$ cat config.mk
export PLATFORM = sky130hd
export DESIGN_NAME = instr_fetch_unit
export DESIGN_NICKNAME = d
export VERILOG_FILES = /design/src/rtl/instr_fetch_unit.sv
export SDC_FILE = /design/constraint.sdc
export NUM_CORES = 1
export LEC_CHECK = 0
export ABC_AREA = 0
export CORE_ASPECT_RATIO = 0.7
export CORE_UTILIZATION = 40
export CTS_BUF_LIST = sky130_fd_sc_hd__clkbuf_16
export DETAILED_ROUTE_END_ITERATION = 10
export PLACE_DENSITY = 0.81
export SLEW_MARGIN = 40
export SYNTH_ARGS = -nofsm -noshare
export SYNTH_HDL_FRONTEND = slang
export SYNTH_SLANG_ARGS = --single-unit
$ cat constraint.sdc
create_clock -name clk -period 2.8 [get_ports clk]
set_input_delay 0.56 -clock clk [delete_from_list [all_inputs] [get_ports clk]]
set_output_delay 0.56 -clock clk [all_outputs]
set_load 0.005 [all_outputs]
$ cat src/rtl/instr_fetch_unit.sv
// Program-counter owner and instruction fetcher for KGPminiRISC. Fetches one
// instruction at a time over a req/ack handshake and hands it to decode.
module instr_fetch_unit #(
    parameter logic [31:0] RESET_PC = 32'h0000_0000,
    parameter logic [31:0] PC_STEP  = 32'd1,
    parameter int unsigned MAX_WAIT = 16
) (
    input  logic        clk,
    input  logic        rst_n,
    output logic        imem_req,
    output logic [31:0] imem_addr,
    input  logic        imem_ack,
    input  logic [31:0] imem_rdata,
    output logic [31:0] instr,
    output logic        instr_valid,
    output logic [31:0] PC,
    output logic [31:0] PC_incremented,
    input  logic [31:0] PC_new,
    input  logic        pc_update,
    input  logic        halt,
    output logic        halted,
    output logic        fetch_err
);

    typedef enum logic [2:0] {
        S_ISSUE,
        S_WAIT,
        S_EXEC,
        S_HALT,
        S_ERROR
    } state_t;

    localparam logic [7:0] WAIT_LAST = 8'(MAX_WAIT - 1);

    state_t      state_q, state_d;
    logic [31:0] pc_q, pc_d;
    logic [31:0] addr_q, addr_d;
    logic [31:0] instr_q, instr_d;
    logic        req_q, req_d;
    logic        valid_q, valid_d;
    logic        halted_q, halted_d;
    logic        err_q, err_d;
    logic [7:0]  cnt_q, cnt_d;

    always_comb begin
        state_d  = state_q;
        pc_d     = pc_q;
        addr_d   = addr_q;
        instr_d  = instr_q;
        req_d    = req_q;
        valid_d  = valid_q;
        halted_d = halted_q;
        err_d    = err_q;
        cnt_d    = cnt_q;
        case (state_q)
            S_ISSUE: begin
                req_d   = 1'b1;
                addr_d  = pc_q;
                cnt_d   = 8'd0;
                state_d = S_WAIT;
            end
            S_WAIT: begin
                // An ack on the last allowed cycle still wins over the timeout.
                if (imem_ack) begin
                    instr_d = imem_rdata;
                    valid_d = 1'b1;
                    req_d   = 1'b0;
                    state_d = S_EXEC;
                end else if (cnt_q == WAIT_LAST) begin
                    req_d   = 1'b0;
                    err_d   = 1'b1;
                    state_d = S_ERROR;
                end else begin
                    cnt_d = cnt_q + 8'd1;
                end
            end
            S_EXEC: begin
                if (halt) begin
                    valid_d  = 1'b0;
                    halted_d = 1'b1;
                    state_d  = S_HALT;
                end else if (pc_update) begin
                    pc_d    = PC_new;
                    valid_d = 1'b0;
                    state_d = S_ISSUE;
                end
            end
            S_HALT, S_ERROR: begin
                req_d = 1'b0;
            end
            default: begin
                state_d = S_ISSUE;
            end
        endcase
    end

    always_ff @(posedge clk or negedge rst_n) begin
        if (!rst_n) begin
            state_q  <= S_ISSUE;
            pc_q     <= RESET_PC;
            addr_q   <= 32'd0;
            instr_q  <= 32'd0;
            req_q    <= 1'b0;
            valid_q  <= 1'b0;
            halted_q <= 1'b0;
            err_q    <= 1'b0;
            cnt_q    <= 8'd0;
        end else begin
            state_q  <= state_d;
            pc_q     <= pc_d;
            addr_q   <= addr_d;
            instr_q  <= instr_d;
            req_q    <= req_d;
            valid_q  <= valid_d;
            halted_q <= halted_d;
            err_q    <= err_d;
            cnt_q    <= cnt_d;
        end
    end

    assign imem_req       = req_q;
    assign imem_addr      = addr_q;
    assign instr          = instr_q;
    assign instr_valid    = valid_q;
    assign PC             = pc_q;
    assign PC_incremented = pc_q + PC_STEP;
    assign halted         = halted_q;
    assign fetch_err      = err_q;

endmodule

; ---- Yosys cells after proc, flatten, opt, wreduce, memory -nomap -nowiden
; Index checks and enable logic that the tools add are counted.
[classes]
add_sub_neg = 2
n_eq_ne = 10
n_mux = 15
n_bitwise = 3
n_reduce_logical = 13
[ops]
columns = cell, n
row1 = $add 32x1->32 const B, 1
row2 = $mux 8, 2
row3 = $pmux 8 s2, 1
row4 = $reduce_and 3->1, 5
row5 = $mux 3, 4
row6 = $pmux 3 s4, 1
row7 = $add 8x1->8 const B, 1
row8 = $eq 8x4->1 const B, 1
row9 = $eq 3x2->1 const B, 2
row10 = $ne 2x2->1 const B, 3
row11 = $ne 3x3->1 const B, 2
row12 = $reduce_and 2->1, 3
row13 = $mux 1, 5
row14 = $reduce_bool 2->1, 2
row15 = $eq 3x1->1 const B, 1
row16 = $eq 3x3->1 const B, 1
row17 = $logic_not 3->1, 1
row18 = $not 1->1, 3
row19 = $pmux 1 s3, 1
row20 = $reduce_bool 3->1, 1
row21 = $pmux 1 s2, 1
row22 = $reduce_or 2->1, 1
[word_totals]
ff_bits = 111

; ---- Longest topological paths before layout
[depth]
word_depth = 4
depth_mapped = 7
mapped_depth_nobuf = 5

; ---- Worst setup path before layout
; No wires, ideal clock.
[synth_path]
path_type = register -> output
start = register pc_q[8], in the netlist PC[8]
end = output port PC_incremented[28]
t_arrival_ps = 1922
required_time_ps = 2240
setup_slack_ps = 318
path_stages_with_launch = 7
n_path_buf = 2
path_cell_list = dfrtp_1 buf_2 nand4_1 or4_4 buf_6 or4_4 xnor2_2
[synth_between]
elab_chain_len = 1
[synth_lines]
columns = item, line_no
row1 = "start, declared", 36  ; logic [31:0] pc_q, pc_d;
row2 = "start signal, assigned", 110  ; pc_q <= pc_d;
row3 = $add 32x1->32, 126  ; assign PC_incremented = pc_q + PC_STEP;
row4 = "end, declared", 17  ; output logic [31:0] PC_incremented,
; Every way passes these cells.

; ---- Final worst setup path
[layout_path]
start = register pc_q[10], in the netlist PC[10]
end = output port PC_incremented[26]
; Same word-level chain as after synthesis.

==> metrics.txt <==
CP Capture Type output pin; CTS tree yes; status finished, final reports clean; Vias/cell 5.08; final setup fails 0; buffers added on ports 200; ANT cells 0; io pins 201; grt total ovfl 0; Overall Global Routing Usage 23.7%; post-synth cell types 35; stages on the worst setup path 6; sequential share of the synthesized area 56.5%; crit share post-route 98.7%; Synth top area share 56.5%; VDD IR-drop max 0.000284 V; DP HPWL 10.4 mm; CP required 2.24 ns; chip height 94.8 µm; routed wl met2 7.37 mm; antenna violations before repair 0; Routed WL 14.7 mm; Power, Total 0.00295 W; Synth Register Bits 111; asr flop ratio synth 100%; most common cell after layout, fill and taps aside clkdlybuf4s50_1; crit path cell chain nand4_1 -> or4_4 -> buf_6 -> nor4_4 -> xor2_1 -> buf_2; DRT iter0 DRCs 178; CP Class flop to output pin; Starting Density 41.5%; Post-Synthesis Cell Area 0.00492 mm²; CP top delay family simple AND/OR/NAND/NOR gates; total core area 0.0119 mm²; die area 0.0128 mm²; pre-CTS setup slack -0.126 ns; final number of hold-violating endpoints 0; ys flop type dfrtp_1; pwr/cell area 376 mW/mm²; largest buffer count on any clock path 2; critical path startpoint PC[10]; Max Clock Skew 0.00803 ns; Post-Syn Nets 516; Worst-path clk slew 0.07 ns; met3 wire length 809 µm; pins over their slew limit 0; number of synthesized flops with an enable pin 0; worst-path cell with the longest stage delay or4_4; nets 746; f_max 362 MHz; Setup WS post-layout 0.0364 ns; via count 4,249; Num CTS Buffers 9; synth warn 0; WL per Instance 17.6 µm; Max Cap Viol 0; RSZ-0062 raised after global routing yes; reg-to-reg critical path endpoint cnt_q[2]; Cells after Synth 445; router iterations before antenna repair 4; Worst-Margin Slew 0.584 ns; CP Launch Type flop; clock sink count 111; share of cells above drive strength 1 23.1%; Worst R2R Setup Slack 0.69 ns; post-synth top area cell dfrtp_1; slowest stage delay, CP 0.61 ns; placement row count 33; DR DRC count 0; pin count of the biggest net entering global routing 112; total of fill cells in the finished design 902; clock tree root buffer cell clkbuf_16; Reg2Reg Depth 4; Worst Setup EP PC_incremented[26]; most frequent cells in the layout clkdlybuf4s50_1 (178), dfrtp_1 (110), nand2_1 (105); HP Class input port to asynchronous set/reset pin; critical-path maximum fanout 4; Worst Path Buf+Inv 2; minimum clock period 2.76 ns; Rel. slew slack 60.6%; Routed Antenna Nets 0; synthesis-to-layout area growth 59.3%; placer congestion estimate 0.823; Avg Cell Area, Syn 11.1 µm²; ranking of synthesized cells by area dfrtp_1 (56%), mux2_2 (15%), nand2_1 (8.1%); wl on met1 6.40 mm; htree depth 3; vias in the first global route 4,441; Worst EP arrival 2.20 ns; leakage 3.95 nW; RR Startpoint cnt_q[4]; clock latency on the worst-skew pair 0.34 ns; Horiz. Die Dim 135 µm; Highest Signal Layer met4; first-pass GRT wire length 23.2 mm
per-layer routing:
metal / up-vias / global-route usage (%)
li1: 1971 / -
met1: 2146 / 29.9
met2: 117 / 40.9
met3: 15 / 6.17
met4: 0 / 5.90
met5: - / 0
registers in the layout (all words and copies together) (netlist names):
name         flops
imem_req         1
state_q          3
instr_valid      1
instr           32
fetch_err        1
halted           1
PC              32
imem_addr       32
cnt_q            8
power breakdown:
group,total (W),switching (W),internal (W)
Sequential,0.00160,0,0.00160
Combinational,0.000132,0.0000458,0.0000861
Clock,0.00122,0.000601,0.000614
how the worst min path moves through the flow:
stage	from	endpoint	slack [ns]	cells after the start
after CTS	rst_n	imem_req	0.32	2
after global placement	halted	halted	0.45	1
after floorplan	rst_n	PC[0]	0.26	0
final	rst_n	instr_valid	0.27	2
after detailed placement	fetch_err	fetch_err	0.45	1
after global routing	rst_n	imem_req	0.33	2
layout make-up:
| cell class | count | area (µm²) | area share (%) |
|---|---|---|---|
| well taps | 157 | 196 | 2.51 |
| clock buffers | 9 | 225 | 2.87 |
| clock inverters | 7 | 53.8 | 0.687 |
| multi-input cells | 304 | 2230 | 28.4 |
| repair buffers | 241 | 2330 | 29.7 |
| flip-flops and latches | 111 | 2780 | 35.5 |
| inverters | 8 | 30.0 | 0.383 |
logic make-up (layout without fill, tap and decap cells):
family	count (synthesis)	after routing	synth area share (%)
simple gates	176	176	16.5
xor+xnor	30	30	5.49
flops	111	111	56.5
compound gates	29	29	3.28
buf+inv	30	265	2.49
mux	67	67	15.3
fa+ha+maj	2	2	0.509
synthesized netlist by cell type (8+ instances only):
cell / number
mux2_2: 65
nand3_1: 18
a21oi_1: 10
o21ai_0: 12
nor3_1: 12
inv_1: 8
nor2_1: 9
xnor2_1: 14
nand2_1: 106
xor2_1: 15
clkbuf_1: 14
dfrtp_1: 111
worst reg2reg max path, delay by kind of cell, from the launching register on:
kind            cells  cell delay [ns]
simple gates        1             0.59
mux                 2             0.52
compound gates      1             0.51
flops               1             0.41
stage by stage:
| step | cell area, µm² | instances | hold WS, ns | utilization, % | TNS, ns |
|---|---|---|---|---|---|
| after floorplan | 4920 | 445 | 0.264 | - | 0 |
| after global placement | 7340 | 816 | 0.449 | 62.0 | 0 |
| after detailed placement | 7340 | 816 | 0.450 | 62.0 | -0.143 |
| after CTS | 7710 | 832 | 0.323 | 65.1 | -0.642 |
| after global routing | 7840 | 837 | 0.334 | 66.1 | -0.0438 |
| final | 7840 | 837 | 0.273 | 66.1 | 0 |
timing repair:
action                                 4_1_cts  5_1_grt
buffers inserted                             0        5
pin swaps                                    5        6
hold buffers                                 0        0
setup endpoints to repair                   21       21
endpoints found under the hold margin        0        0
resized for setup                           38       34
cloned                                       0        0
Power figures use the tool's default switching activity.
==> RTL edit 1: new RTL, config.mk and constraints unchanged <==
`instr_q` no longer has a reset.
--- a/src/rtl/instr_fetch_unit.sv
+++ b/src/rtl/instr_fetch_unit.sv
@@ -100,5 +100,4 @@
             pc_q     <= RESET_PC;
             addr_q   <= 32'd0;
-            instr_q  <= 32'd0;
             req_q    <= 1'b0;
             valid_q  <= 1'b0;
@@ -110,5 +109,4 @@
             pc_q     <= pc_d;
             addr_q   <= addr_d;
-            instr_q  <= instr_d;
             req_q    <= req_d;
             valid_q  <= valid_d;
@@ -117,4 +115,8 @@
             cnt_q    <= cnt_d;
         end
+    end
+
+    always_ff @(posedge clk) begin
+        instr_q <= instr_d;
     end
 
Check against the original RTL: differs if rst_n is asserted again (counterexample within 4 cycles, from zero or initial values and one cycle with rst_n low); with rst_n held inactive, the same outputs for 4 cycles.
==> RTL edit 1 against the original RTL <==
Final area is 3.1% lower; core utilization fell by 1.8 points; routed wire length decreased by 4.6%; sequential share of layout area grew 3.3 points; synthesized area decreased by 0.36%; worst setup slack lost 31 ps; sequential cell count stayed put; clock skew is 2.8 ps lower.
Power is not compared: it rests on default switching activity, and its combinational part moved more than twofold at a synthesized area within 25%.
==> RTL edit 1: results (changes against the original RTL) <==
[run_status]
outcome = completed

[detailed_routing]
wire_per_inst_microns = 17.73  ; +0.70%
drt_iter0_drc = 231  ; +30%
wl_met1_mm = 6.178  ; -3.5%
dr_wl_met2_mm = 6.865  ; -6.9%
dr_wl_met3_microns = 823  ; +1.7%

[cells_and_area]
nonClkBufAreaFrac = 0.3000  ; +0.003129
fillers = 973  ; +7.9%
seq_area_sq_um = 2944  ; +5.9%
multi_input_area_share = 0.2512  ; -0.03285
clock_area_frac = 0.03393  ; -0.001674
nNetsFinal = 703  ; -5.8%
instances_no_fill = 793  ; -5.3%
layout-drive-gt1-share = 0.1588  ; -0.07208
inverters_excl_clock = 3  ; -5
multi_input_area_sq_um = 1908  ; -14%
nNonClkBuffers = 234  ; -2.9%

[yosys]
synth_area_leaders = dfrtp_1, edfxtp_1, mux2_4
ys_types = 41  ; +17%
async_flop_share = 0.7117  ; -0.2883
netlist_instances = 405  ; -9.0%
synth_edf_count = 32  ; +32
seq_area_frac_synth = 0.5993  ; +0.03469
ys_top_cells_by_count = nand2_1, dfrtp_1, edfxtp_1

[sta]
clock_skew_ps = 5.216  ; -2.816 ps
period_share = 0.9981  ; +0.01105
tightest_slew_ps = 714.5  ; +130.4 ps

[global_route]
first_global_vias = 3994  ; -10%
track_usage = 0.2208  ; -0.01654
grt_max_degree = 80  ; -29%

[setup_path]
timing.rr.end = PC[31]$_DFFE_PN0P_
r2r-start = state_q[1]$_DFFE_PN0P_
rr_worst_depth = 3  ; -1
cp_top_family = buffers and inverters

[cts]
post-cts-setup-buffer-count = 5  ; +5
post_cts_resized = 20  ; -47%

[placement]
dp_hpwl_mm = 10.17  ; -2.7%
post-place-ws_ps = 137.9  ; +263.7 ps
postPlaceCellArea_sq_um = 7136  ; -2.8%

## RTL edit 1: cell types whose count changed in the layout (fill, tap and decap cells not counted), sizes merged, moves of 3 or more
cell	unedited run	this run
dfrtp	111	79
edfxtp	0	32
mux2	65	34
buf	45	35
nand4	7	16
nor3	12	4
clkdlybuf4s50	178	184
o21ai	12	6
xnor2	15	21
xor2	15	9
inv	11	6
and3	6	10
a21oi	10	7
clkbuf	12	9
## RTL edit 1: cells by family (layout without fill, tap and decap cells)
family / Yosys count / in the layout / share of synthesized area
and+or+nand+nor: 181 / 181 / 0.1782
DFF: 111 / 111 / 0.5993
muxes: 38 / 38 / 0.1092
xor gates and xnor gates: 30 / 30 / 0.05360
AOI/OAI and AO/OA: 22 / 22 / 0.02910
buffers and inverters: 21 / 252 / 0.02552
adders and majority gates: 2 / 2 / 0.005104
## RTL edit 1: metal layers
layer	vias to the layer above	GRT usage
li1	1843	-
met1	1996	0.2863
met2	136	0.3761
met3	14	0.04831
met4	0	0.05993
met5	-	0
==> RTL edit 2: new RTL, same flow settings <==
Without the edit above. Change the parameter `MAX_WAIT` from 16 to 8.
--- a/src/rtl/instr_fetch_unit.sv
+++ b/src/rtl/instr_fetch_unit.sv
@@ -4,5 +4,5 @@
     parameter logic [31:0] RESET_PC = 32'h0000_0000,
     parameter logic [31:0] PC_STEP  = 32'd1,
-    parameter int unsigned MAX_WAIT = 16
+    parameter int unsigned MAX_WAIT = 8
 ) (
     input  logic        clk,
Check against the original RTL: not equivalent (a bounded check fails within 10 cycles, from zero or initial values and one cycle with rst_n low).
==> RTL edit 2 against the original RTL <==
Cell count is 0.12% lower; synthesized area rose by 4.0%; sequential cell count stayed put; count of clock-buffer cells in the layout stayed put; worst setup slack improved by 39 ps; final area up 0.86%; clock skew is 2.7 ps lower; routed wire length shrank 3.5%.
Power is not compared: it rests on default switching activity, and its combinational part moved more than twofold at a synthesized area within 25%.
==> RTL edit 2: results (changes against the original RTL) <==
[yosys]
synth.area.mux_share = 0.1688  ; +0.01594
synth_compound_area_frac = 0.02691  ; -0.005900
ys_top_cells_by_count = nand2_1, dfrtp_1, mux2_2
synth_fa_ha_area_frac = 0.004892  ; -0.0001941
synth_area_leaders = dfrtp_1, mux2_4, nand2_1
avgSynthCellArea_sq_um = 11.39  ; +3.0%
yosysWarnings = 0  ; unchanged
synth_xor_area_frac = 0.05137  ; -0.003564
syn-num-nets = 520  ; +0.78%
ys_types = 40  ; +14%
seq_area_frac_synth = 0.5431  ; -0.02155

[placement]
place_inst = 814  ; -0.25%
postPlaceCellArea_sq_um = 7412  ; +0.94%
post-place-ws_ps = 167.4  ; +293.2 ps
dp_hpwl_mm = 10.32  ; -1.2%
place.gp.congestion = 0.8243  ; +0.16%

[detailed_routing]
wirelength_mm = 14.22  ; -3.5%
vias = 4218  ; -0.73%
wl_met1_mm = 6.046  ; -5.5%
dr.pass1.iters = 4  ; unchanged
dr_wl_met3_mm = 1.143  ; +41%
drt_iter0_drc = 191  ; +7.3%
dr_wl_met2_mm = 6.890  ; -6.6%
top_layer_used = met4
wire_per_inst_microns = 17.01  ; -3.4%

[global_route]
grt_pass1_wl_mm = 22.44  ; -3.3%
grt_max_degree = 54  ; -52%
track_usage = 0.2163  ; -0.02103
first_global_vias = 4410  ; -0.70%

[cells_and_area]
nNetsFinal = 740  ; -0.80%
fillers = 951  ; +5.4%
layout-drive-gt1-share = 0.2033  ; -0.02762

[cts]
clock_latency_ps = 340  ; about the same
root_buffer = clkbuf_16
clk_pin_slew_worst_paths_ps = 70  ; about the same
post_cts_resized = 24  ; -37%
post-cts-setup-buffer-count = 3  ; +3

[run_status]
outcome = completed

[setup_path]
r2r-start = state_q[2]$_DFFE_PN0P_
startpoint = PC[16]$_DFFE_PN0P_
timing.rr.end = PC[14]$_DFFE_PN0P_
crit_path_end = PC_incremented[24]
crit_arrival_ps = 2160  ; -40 ps
r2r_slack_ps = 770  ; +80 ps
worstPathMaxFanout = 6  ; +2

[power_and_ir_drop]
ir_worst_vdd_mv = 0.3695
swShare = 0.2737

[sta]
holdWs_ps = 216.3  ; -56.58 ps
clock_skew_ps = 5.290  ; -2.742 ps
period_minus_slack_ps = 2724  ; -39.16 ps
maxSlewHeadroom = 0.5556  ; -0.05090

[min_path]
hold_path.class = in2async

RTL edit 2: power groups by stage:
stage	sequential (uW)	clock (uW)	combinational [uW]
after floorplan	2310	0	492
after global placement	2260	0	1820
after detailed placement	2290	0	1850
after CTS	2250	1350	1870
after global routing	2300	1410	1990
final	2260	1310	1850
RTL edit 2: metal layers:
layer,global-route usage,up-vias
met5,0,-
met4,0.04734,0
met3,0.05346,13
met2,0.3609,160
met1,0.2828,2079
li1,-,1966
RTL edit 2: critical path, stage by stage, from the launching register on:
cell             delay [ps]
dfrtp_1                 360
and4_2                  300
and4_2                  330
nand4_1                 130
xnor2_1                 140
clkdlybuf4s50_1         550
RTL edit 2: cell type report:
cell class,count,area [sq um],share of cell area
Clock buffer,9,225.2,0.02849
Clock inverter,7,78.83,0.009973
Inverter,6,22.52,0.002849
Multi-Input combinational cell,307,2285,0.2891
Sequential cell,111,2780,0.3517
Tap cell,162,202.7,0.02565
Timing Repair Buffer,234,2310,0.2922
